===== src/rtl/mem_port_arbiter_if.sv =====
// Bundle of the fetch, load/store and memory-side signals around the port arbiter.
`default_nettype none

// ============================================================================
//  Module   : mem_port_if
//  Purpose  : CPU requester ports plus the shared memory port, as one bundle
//  Revision : 1.0  initial release
// ============================================================================
interface mem_port_if;
  logic        if_req;
  logic [31:0] if_addr;
  logic [31:0] if_rdata;
  logic        if_done;
  logic        if_err;

  logic        ls_req;
  logic        ls_we;
  logic [3:0]  ls_be;
  logic [31:0] ls_addr;
  logic [31:0] ls_wdata;
  logic [31:0] ls_rdata;
  logic        ls_done;
  logic        ls_err;

  logic        mem_req;
  logic        mem_we;
  logic [3:0]  mem_be;
  logic [31:0] mem_addr;
  logic [31:0] mem_wdata;
  logic [31:0] mem_rdata;
  logic        mem_ack;

  // Arbiter side: consumes requests and memory responses, drives the rest.
  modport slave (
    input  if_req, if_addr,
    output if_rdata, if_done, if_err,
    input  ls_req, ls_we, ls_be, ls_addr, ls_wdata,
    output ls_rdata, ls_done, ls_err,
    output mem_req, mem_we, mem_be, mem_addr, mem_wdata,
    input  mem_rdata, mem_ack
  );

  // Environment side: the core requesters and the memory model.
  modport master (
    output if_req, if_addr,
    input  if_rdata, if_done, if_err,
    output ls_req, ls_we, ls_be, ls_addr, ls_wdata,
    input  ls_rdata, ls_done, ls_err,
    input  mem_req, mem_we, mem_be, mem_addr, mem_wdata,
    output mem_rdata, mem_ack
  );
endinterface

`default_nettype wire


===== src/rtl/mem_port_arbiter.sv =====
// Two-requester arbiter (fetch vs load/store) for a single 32-bit memory port,
// one outstanding transaction, LS priority with a burst limit, and ack timeout.
`default_nettype none

// ============================================================================
//  Module   : mem_port_arbiter
//  Purpose  : IF/LS arbitration onto one memory port with starvation guard
//             and no-ack timeout error reporting
//  Revision : 1.0  initial release
// ============================================================================
module mem_port_arbiter #(
  parameter int LS_BURST_MAX = 4,
  parameter int TIMEOUT      = 255
) (
  input  logic       clk,
  input  logic       reset,
  mem_port_if.slave  bus
);

  localparam int TW = (TIMEOUT < 2) ? 1 : $clog2(TIMEOUT);
  localparam int SW = (LS_BURST_MAX < 1) ? 1 : $clog2(LS_BURST_MAX + 1);

  localparam logic [TW-1:0] TCNT_LAST  = TW'(TIMEOUT - 1);
  localparam logic [SW-1:0] STREAK_MAX = SW'(LS_BURST_MAX);

  localparam logic [1:0] IDLE = 2'd0;
  localparam logic [1:0] BUSY = 2'd1;
  localparam logic [1:0] RESP = 2'd2;

  logic [1:0]    state;
  logic          owner_ls;
  logic [TW-1:0] tcnt;
  logic [SW-1:0] streak;

  logic grant_ls;
  logic grant_if;

  // LS wins ties until it has taken LS_BURST_MAX grants in a row over a waiting fetch.
  always_comb begin
    grant_ls = 1'b0;
    grant_if = 1'b0;
    if (bus.ls_req && (!bus.if_req || (streak != STREAK_MAX))) begin
      grant_ls = 1'b1;
    end else if (bus.if_req) begin
      grant_if = 1'b1;
    end
  end

  always_ff @(posedge clk) begin
    if (reset) begin
      state         <= IDLE;
      owner_ls      <= 1'b0;
      tcnt          <= '0;
      streak        <= '0;
      bus.mem_req   <= 1'b0;
      bus.mem_we    <= 1'b0;
      bus.mem_be    <= 4'h0;
      bus.mem_addr  <= 32'h0;
      bus.mem_wdata <= 32'h0;
      bus.if_done   <= 1'b0;
      bus.if_err    <= 1'b0;
      bus.if_rdata  <= 32'h0;
      bus.ls_done   <= 1'b0;
      bus.ls_err    <= 1'b0;
      bus.ls_rdata  <= 32'h0;
    end else begin
      // Completion outputs are single-cycle; they fall back to zero unless set below.
      bus.if_done  <= 1'b0;
      bus.if_err   <= 1'b0;
      bus.if_rdata <= 32'h0;
      bus.ls_done  <= 1'b0;
      bus.ls_err   <= 1'b0;
      bus.ls_rdata <= 32'h0;

      case (state)
        IDLE: begin
          if (grant_ls) begin
            owner_ls      <= 1'b1;
            bus.mem_req   <= 1'b1;
            bus.mem_we    <= bus.ls_we;
            bus.mem_be    <= bus.ls_be;
            bus.mem_addr  <= bus.ls_addr;
            bus.mem_wdata <= bus.ls_wdata;
            tcnt          <= '0;
            state         <= BUSY;
            if (!bus.if_req) begin
              streak <= '0;
            end else if (streak != STREAK_MAX) begin
              streak <= streak + 1'b1;
            end
          end else if (grant_if) begin
            owner_ls      <= 1'b0;
            bus.mem_req   <= 1'b1;
            bus.mem_we    <= 1'b0;
            bus.mem_be    <= 4'hF;
            bus.mem_addr  <= bus.if_addr;
            bus.mem_wdata <= 32'h0;
            tcnt          <= '0;
            streak        <= '0;
            state         <= BUSY;
          end
        end

        BUSY: begin
          if (bus.mem_ack) begin
            bus.mem_req <= 1'b0;
            state       <= RESP;
            if (owner_ls) begin
              bus.ls_done  <= 1'b1;
              bus.ls_rdata <= bus.mem_we ? 32'h0 : bus.mem_rdata;
            end else begin
              bus.if_done  <= 1'b1;
              bus.if_rdata <= bus.mem_rdata;
            end
          end else if (tcnt == TCNT_LAST) begin
            // This was the TIMEOUT-th cycle with mem_req high and still no ack.
            bus.mem_req <= 1'b0;
            state       <= RESP;
            if (owner_ls) begin
              bus.ls_done <= 1'b1;
              bus.ls_err  <= 1'b1;
            end else begin
              bus.if_done <= 1'b1;
              bus.if_err  <= 1'b1;
            end
          end else begin
            tcnt <= tcnt + 1'b1;
          end
        end

        RESP: begin
          state <= IDLE;
        end

        default: begin
          state       <= IDLE;
          bus.mem_req <= 1'b0;
        end
      endcase
    end
  end

endmodule

`default_nettype wire


===== src/flat_wrapper.sv =====
// flat-port wrapper written by rule: the top's interface ports become plain ports
module mem_port_arbiter_flat 
#(
  parameter int LS_BURST_MAX = 4,
  parameter int TIMEOUT      = 255
)
  (clk, reset, bus_if_req, bus_if_addr, bus_if_rdata, bus_if_done, bus_if_err, bus_ls_req, bus_ls_we, bus_ls_be, bus_ls_addr, bus_ls_wdata, bus_ls_rdata, bus_ls_done, bus_ls_err, bus_mem_req, bus_mem_we, bus_mem_be, bus_mem_addr, bus_mem_wdata, bus_mem_rdata, bus_mem_ack);
  mem_port_if bus_i ();
  input  logic clk;
  input  logic reset;
  input wire logic [$bits(bus_i.if_req)-1:0] bus_if_req;
  input wire logic [$bits(bus_i.if_addr)-1:0] bus_if_addr;
  output wire logic [$bits(bus_i.if_rdata)-1:0] bus_if_rdata;
  output wire logic [$bits(bus_i.if_done)-1:0] bus_if_done;
  output wire logic [$bits(bus_i.if_err)-1:0] bus_if_err;
  input wire logic [$bits(bus_i.ls_req)-1:0] bus_ls_req;
  input wire logic [$bits(bus_i.ls_we)-1:0] bus_ls_we;
  input wire logic [$bits(bus_i.ls_be)-1:0] bus_ls_be;
  input wire logic [$bits(bus_i.ls_addr)-1:0] bus_ls_addr;
  input wire logic [$bits(bus_i.ls_wdata)-1:0] bus_ls_wdata;
  output wire logic [$bits(bus_i.ls_rdata)-1:0] bus_ls_rdata;
  output wire logic [$bits(bus_i.ls_done)-1:0] bus_ls_done;
  output wire logic [$bits(bus_i.ls_err)-1:0] bus_ls_err;
  output wire logic [$bits(bus_i.mem_req)-1:0] bus_mem_req;
  output wire logic [$bits(bus_i.mem_we)-1:0] bus_mem_we;
  output wire logic [$bits(bus_i.mem_be)-1:0] bus_mem_be;
  output wire logic [$bits(bus_i.mem_addr)-1:0] bus_mem_addr;
  output wire logic [$bits(bus_i.mem_wdata)-1:0] bus_mem_wdata;
  input wire logic [$bits(bus_i.mem_rdata)-1:0] bus_mem_rdata;
  input wire logic [$bits(bus_i.mem_ack)-1:0] bus_mem_ack;
  assign bus_i.if_req = bus_if_req;
  assign bus_i.if_addr = bus_if_addr;
  assign bus_if_rdata = bus_i.if_rdata;
  assign bus_if_done = bus_i.if_done;
  assign bus_if_err = bus_i.if_err;
  assign bus_i.ls_req = bus_ls_req;
  assign bus_i.ls_we = bus_ls_we;
  assign bus_i.ls_be = bus_ls_be;
  assign bus_i.ls_addr = bus_ls_addr;
  assign bus_i.ls_wdata = bus_ls_wdata;
  assign bus_ls_rdata = bus_i.ls_rdata;
  assign bus_ls_done = bus_i.ls_done;
  assign bus_ls_err = bus_i.ls_err;
  assign bus_mem_req = bus_i.mem_req;
  assign bus_mem_we = bus_i.mem_we;
  assign bus_mem_be = bus_i.mem_be;
  assign bus_mem_addr = bus_i.mem_addr;
  assign bus_mem_wdata = bus_i.mem_wdata;
  assign bus_i.mem_rdata = bus_mem_rdata;
  assign bus_i.mem_ack = bus_mem_ack;
  mem_port_arbiter #(.LS_BURST_MAX(LS_BURST_MAX), .TIMEOUT(TIMEOUT)) u_core (.clk(clk), .reset(reset), .bus(bus_i));
endmodule

===== config.mk =====
export PLATFORM = sky130hd
export DESIGN_NAME = mem_port_arbiter_flat
export DESIGN_NICKNAME = d
export VERILOG_FILES = /design/src/rtl/mem_port_arbiter_if.sv /design/src/rtl/mem_port_arbiter.sv /design/src/flat_wrapper.sv
export SDC_FILE = /design/constraint.sdc
export NUM_CORES = 1
export LEC_CHECK = 0
export ABC_CLOCK_PERIOD_IN_PS = 1900
export CAP_MARGIN = 20
export CORE_ASPECT_RATIO = 0.75
export CORE_UTILIZATION = 41
export CTS_BUF_LIST = sky130_fd_sc_hd__clkbuf_2 sky130_fd_sc_hd__clkbuf_4 sky130_fd_sc_hd__clkbuf_8
export CTS_CLUSTER_DIAMETER = 120
export DETAILED_ROUTE_END_ITERATION = 8
export GPL_ROUTABILITY_DRIVEN = 0
export PLACE_DENSITY = 0.87
export RECOVER_POWER = 50
export SKIP_LAST_GASP = 1
export SLEW_MARGIN = 25
export SYNTH_ARGS = -nofsm -noshare
export SYNTH_HDL_FRONTEND = slang
export SYNTH_SLANG_ARGS = --single-unit

===== constraint.sdc =====
create_clock -name clk -period 1.9 [get_ports clk]
set_clock_uncertainty 0.05 [all_clocks]
set_input_delay 0.285 -clock clk [delete_from_list [all_inputs] [get_ports clk]]
set_output_delay 0.285 -clock clk [all_outputs]
set_load 0.005 [all_outputs]

# After elaboration in Yosys (flattened, before gate mapping)
# Cells that the tools add are included.
# op_classes
n_eq_ne	9
bitwise	4
add_sub_neg	2
reduce_logical	15
mux	37
# op_table
cell	n
two-way mux 32 bit	4
two-way mux 8 bit	4
two-way mux 1 bit	16
case mux 8 bit (2 select lines)	1
two-way mux 3 bit	4
adder 8 x 1 -> 8 bit, second input constant	1
== test 8 bit, second input constant	1
two-way mux 2 bit	4
two-way mux 4 bit	2
inequality test 3 bit, second input constant	2
AND reduction 3 bit	2
OR reduction 5 bit	1
inequality test 2 bit, second input constant	2
NOT 1 bit	4
case mux 2 bit (2 select lines)	1
AND reduction 2 bit	2
AND reduction 4 bit	1
nonzero test 2 bit	2
OR reduction 4 bit	1
adder 3 x 1 -> 3 bit, second input constant	1
inequality test 3 x 1 -> 1 bit, second input constant	1
inequality test 3 x 2 -> 1 bit, second input constant	1
case mux 1 bit (3 select lines)	1
OR reduction 3 bit	1
7 further kinds	7
# word_totals
regBits	152

# Logic depth before layout (Yosys ltp)
# logic_depth
word_depth	7
mapped_depth	7
depth_no_buf	5

# Worst setup path after synthesis
# No wires, ideal clock.
# synth_timing
kind	flip-flop to flip-flop
from	register u_core.tcnt[0]
to	register u_core.tcnt[3]
path_buffers	1
required_ns	1.778
path_stages_with_launch	7
setup_slack_ns	0.172
t_arrival_ns	1.606
synth_period_minus_slack_ns	1.728
path_cell_list	dfxtp_1 inv_1 ha_1 and3_1 clkbuf_1 a2111oi_0 mux2i_1
# synth_between
elab_chain_cells	4
word_cells_on_any_way	7
classes_between	add/sub: 1; eq/ne: 2; mux: 3; reduce/logical: 1
# synth_rtl
element	line	source
from (decl)	mem_port_arbiter.sv:32	logic [TW-1:0] tcnt;
from (signal assigned)	mem_port_arbiter.sv:127	tcnt <= tcnt + 1'b1;
adder 8 x 1 -> 8 bit	mem_port_arbiter.sv:127	
two-way mux 8 bit	mem_port_arbiter.sv:115	end else if (tcnt == TCNT_LAST) begin
two-way mux 8 bit	mem_port_arbiter.sv:105	if (bus.mem_ack) begin
case mux 8 bit (2 select lines)	mem_port_arbiter.sv:75	case (state)
# Parallel ways exist; a longest one is shown, timed or not. The select of a mux whose other input is x is not followed.
# A chain may end at the register's enable or synchronous reset.

# Worst setup path in the final report
# layout_timing
from	register u_core.tcnt[1]
to	register u_core.tcnt[1]
# Same word-level chain as after synthesis.

==> impl_metrics.json <==
{
  "dp_slack_ps": -40.27,
  "setup_slack_ps": 135.0,
  "fin_tns_setup_ps": 0,
  "rrSetupSlack_ps": 140,
  "drive_gt1_share_pct": 7.769,
  "pwr-share-comb_pct": 16.1,
  "worstHoldStart": "bus_mem_rdata[7]",
  "hp-class": "in2reg",
  "core_mm2": 0.01248,
  "post-route-period-util_pct": 92.89,
  "maxCapViolCount": 0,
  "drt_iter0_drc": 342,
  "die_area_mm2": 0.01347,
  "clock_power_share_pct": 34.3,
  "dr.pass1.iters": 5,
  "p_switching_mw": 1.813,
  "p_sw_share_pct": 26.03,
  "hold_viol": 0,
  "antenna-diode-count": 0,
  "yosysWarnings": 0,
  "via_count": 5154,
  "nets": 927,
  "critical_path_class": "reg2reg",
  "min_period_ps": 1765,
  "slew_headroom_pct": 65.73,
  "initial_core_util_pct": 42.72,
  "r2r_cells": 4,
  "clk_path_buf_depth": 2,
  "layout_common_cells": "208 x clkdlybuf4s50_1, 152 x dfxtp_1, 67 x dlygate4sd3_1, 59 x and2_1, 38 x a21oi_1",
  "wl_mm": 16.25,
  "ys.flop_type": "dfxtp_1",
  "rsz0062_at_grt": "false",
  "tightestPinTransition_ps": 508.6,
  "synthesis.nets": 654,
  "synth_edf_count": 0,
  "die_h_um": 100.8,
  "timing.rr.end": "u_core.tcnt[1]",
  "slew_viol_final": 0,
  "place_area_mm2": 0.008399,
  "area_delta_synth_final_pct": 64.00,
  "status": "finished clean",
  "r2r-start": "u_core.tcnt[1]",
  "syn_inst": 512,
  "drcViolationCount": 0,
  "io_buffers": 275,
  "ys_seq_area_share_pct": 57.08,
  "n_fill_cell": 893,
  "startpoint_type": "register",
  "p_int_mw": 5.151,
  "clock_latency_ps": 420,
  "ant_nets": 0,
  "grt_pass1_wl_mm": 25.56,
  "synth_area_per_cell_um2": 10.41,
  "postCtsResizedCells": 0,
  "tritoncts": "yes",
  "grt_usage_pct": 24.02,
  "post_cts_buffers": 0,
  "cts_hold_buf": 0,
  "cts.clk_slew.worst_paths_ps": 90,
  "htreeDepth": 4,
  "critPathMaxFanout": 4,
  "ys_async_sr_fraction_pct": 0,
  "die_w_um": 133.7,
  "hpwl_mm": 11.81,
  "grt_pass1_vias": 5092,
  "io_pins": 276,
  "finalSetupViolCount": 0,
  "cp.required_ps": 2160,
  "ys_seq_elements": 152,
  "max_freq_ghz": 0.5666,
  "synth_area_mm2": 0.005331,
  "ir_drop_uv": 516.3,
  "cts_buffers": 17,
  "synth_cell_types": 51,
  "seqPwrFrac_pct": 49.5,
  "grt_start_max_net_pins": 39,
  "fin_area_mm2": 0.008743,
  "avgRoutedWirePerCell_um": 16.85,
  "grt-ovfl-total": 0,
  "clock-root-buffer": "clkbuf_8",
  "cts_sinks": 152,
  "end_kind": "register",
  "p_leak_nw": 3.493,
  "hold_path_depth": 2,
  "antenna_found_initial": 0,
  "whs_endpoint": "u_core.bus.ls_rdata[7]",
  "fp-row-count": 35,
  "cp.arrival_ps": 2030,
  "layout_commonest_cell": "clkdlybuf4s50_1",
  "p_per_area_mw_per_mm2": 796.5,
  "routed_via_density": 5.346
}
==> cell type report <==
class / instances / area [um2] / area share (%)
multi-input cells: 305 / 2051 / 23.45
flip-flops and latches: 152 / 3043 / 34.80
well taps: 166 / 207.7 / 2.375
repair buffers: 299 / 3018 / 34.52
clock inverters: 14 / 138.9 / 1.588
clock buffers: 18 / 247.7 / 2.833
inverters: 10 / 37.54 / 0.4293
==> through the flow <==
| stage | hold slack, ps | util [%] | power (mW) | instances |
|---|---|---|---|---|
| after floorplan | 356.7 | - | 3.900 | 512 |
| after global placement | 405.5 | 67.30 | 4.623 | 932 |
| after detailed placement | 410.7 | 67.30 | 4.666 | 932 |
| after CTS | 353.1 | 70.40 | 7.048 | 964 |
| after global routing | 357.8 | 70.06 | 7.276 | 964 |
| final | 384.1 | 70.06 | 6.964 | 964 |
==> state kept, by name, indices dropped and copies added (netlist names) <==
register and cells:
u_core.bus.mem_be 4, u_core.bus.ls_rdata 32, u_core.bus.mem_req 1, u_core.bus.mem_addr 32, u_core.bus.ls_err 1, u_core.state 2, u_core.bus.if_err 1, u_core.bus.mem_wdata 32
u_core.tcnt 8, u_core.bus.if_rdata 32, u_core.owner_ls 1, u_core.bus.if_done 1, u_core.bus.ls_done 1, u_core.streak 3, u_core.bus.mem_we 1
==> Yosys cell counts (all sizes together), types with 3 or more instances <==
library cell / count / area, um2
clkbuf: 29 / 112.6
a22o: 33 / 289.0
dfxtp: 152 / 3043
nand3: 36 / 180.2
mux2i: 3 / 30.03
nand2: 5 / 18.77
nor3: 3 / 26.28
nor4: 3 / 33.78
nor2: 7 / 28.78
inv: 9 / 33.78
buf: 16 / 87.59
o21ai: 36 / 180.2
and2: 65 / 406.6
a311oi: 32 / 280.3
o221a: 4 / 45.04
ha: 4 / 50.05
a21oi: 39 / 198.9
o211ai: 3 / 22.52
nand4b: 3 / 26.28
==> critical path, stage by stage (launching register included) <==
cell and delay, ps:
dfxtp_1 400, ha_1 240, nand3_1 130, o21ai_0 440, mux2_2 390
==> power groups by stage <==
stage	clock network, mW	registers [mW]	logic, mW
3_3_place_gp	0	3.51	1.11
5_1_grt	2.61	3.47	1.20
6_report	2.39	3.45	1.12
2_1_floorplan	0	3.52	0.380
3_5_place_dp	0	3.52	1.15
4_1_cts	2.45	3.45	1.15
==> worst max path at each step <==
stage / from / to / slack [ps] / depth (start not counted)
floorplan: u_core.tcnt[0] / u_core.tcnt[3] / 170 / 6
global placement: reset / u_core.bus.ls_rdata[13] / 10 / 5
CTS: u_core.bus.mem_we / bus_mem_we / 110 / 1
finish: u_core.tcnt[1] / u_core.tcnt[1] / 140 / 4
detailed placement: bus_ls_req / u_core.bus.mem_addr[27] / -40 / 6
global route: u_core.tcnt[1] / u_core.tcnt[1] / 10 / 4
==> metal layers <==
layer | share of wire, % | routed length (um) | up-vias | global-route usage, %
li1 | - | - | 2421 | -
met3 | 7.0 | 1137 | 19 | 5.631
met2 | 50 | 8145 | 251 | 41.99
met1 | 42 | 6778 | 2463 | 29.28
met5 | 0 | 0 | - | 0
met4 | 1.2 | 187 | 0 | 7.867
==> logic make-up after synthesis <==
logic type / count (synthesis) / share of synthesized area [%]
compound gates: 161 / 21.19
fa+ha+maj: 4 / 0.9388
buf+inv: 55 / 4.459
flops: 152 / 57.08
mux: 5 / 0.9857
simple gates: 135 / 15.35
Note: power is estimated with default switching activity, not from simulation.
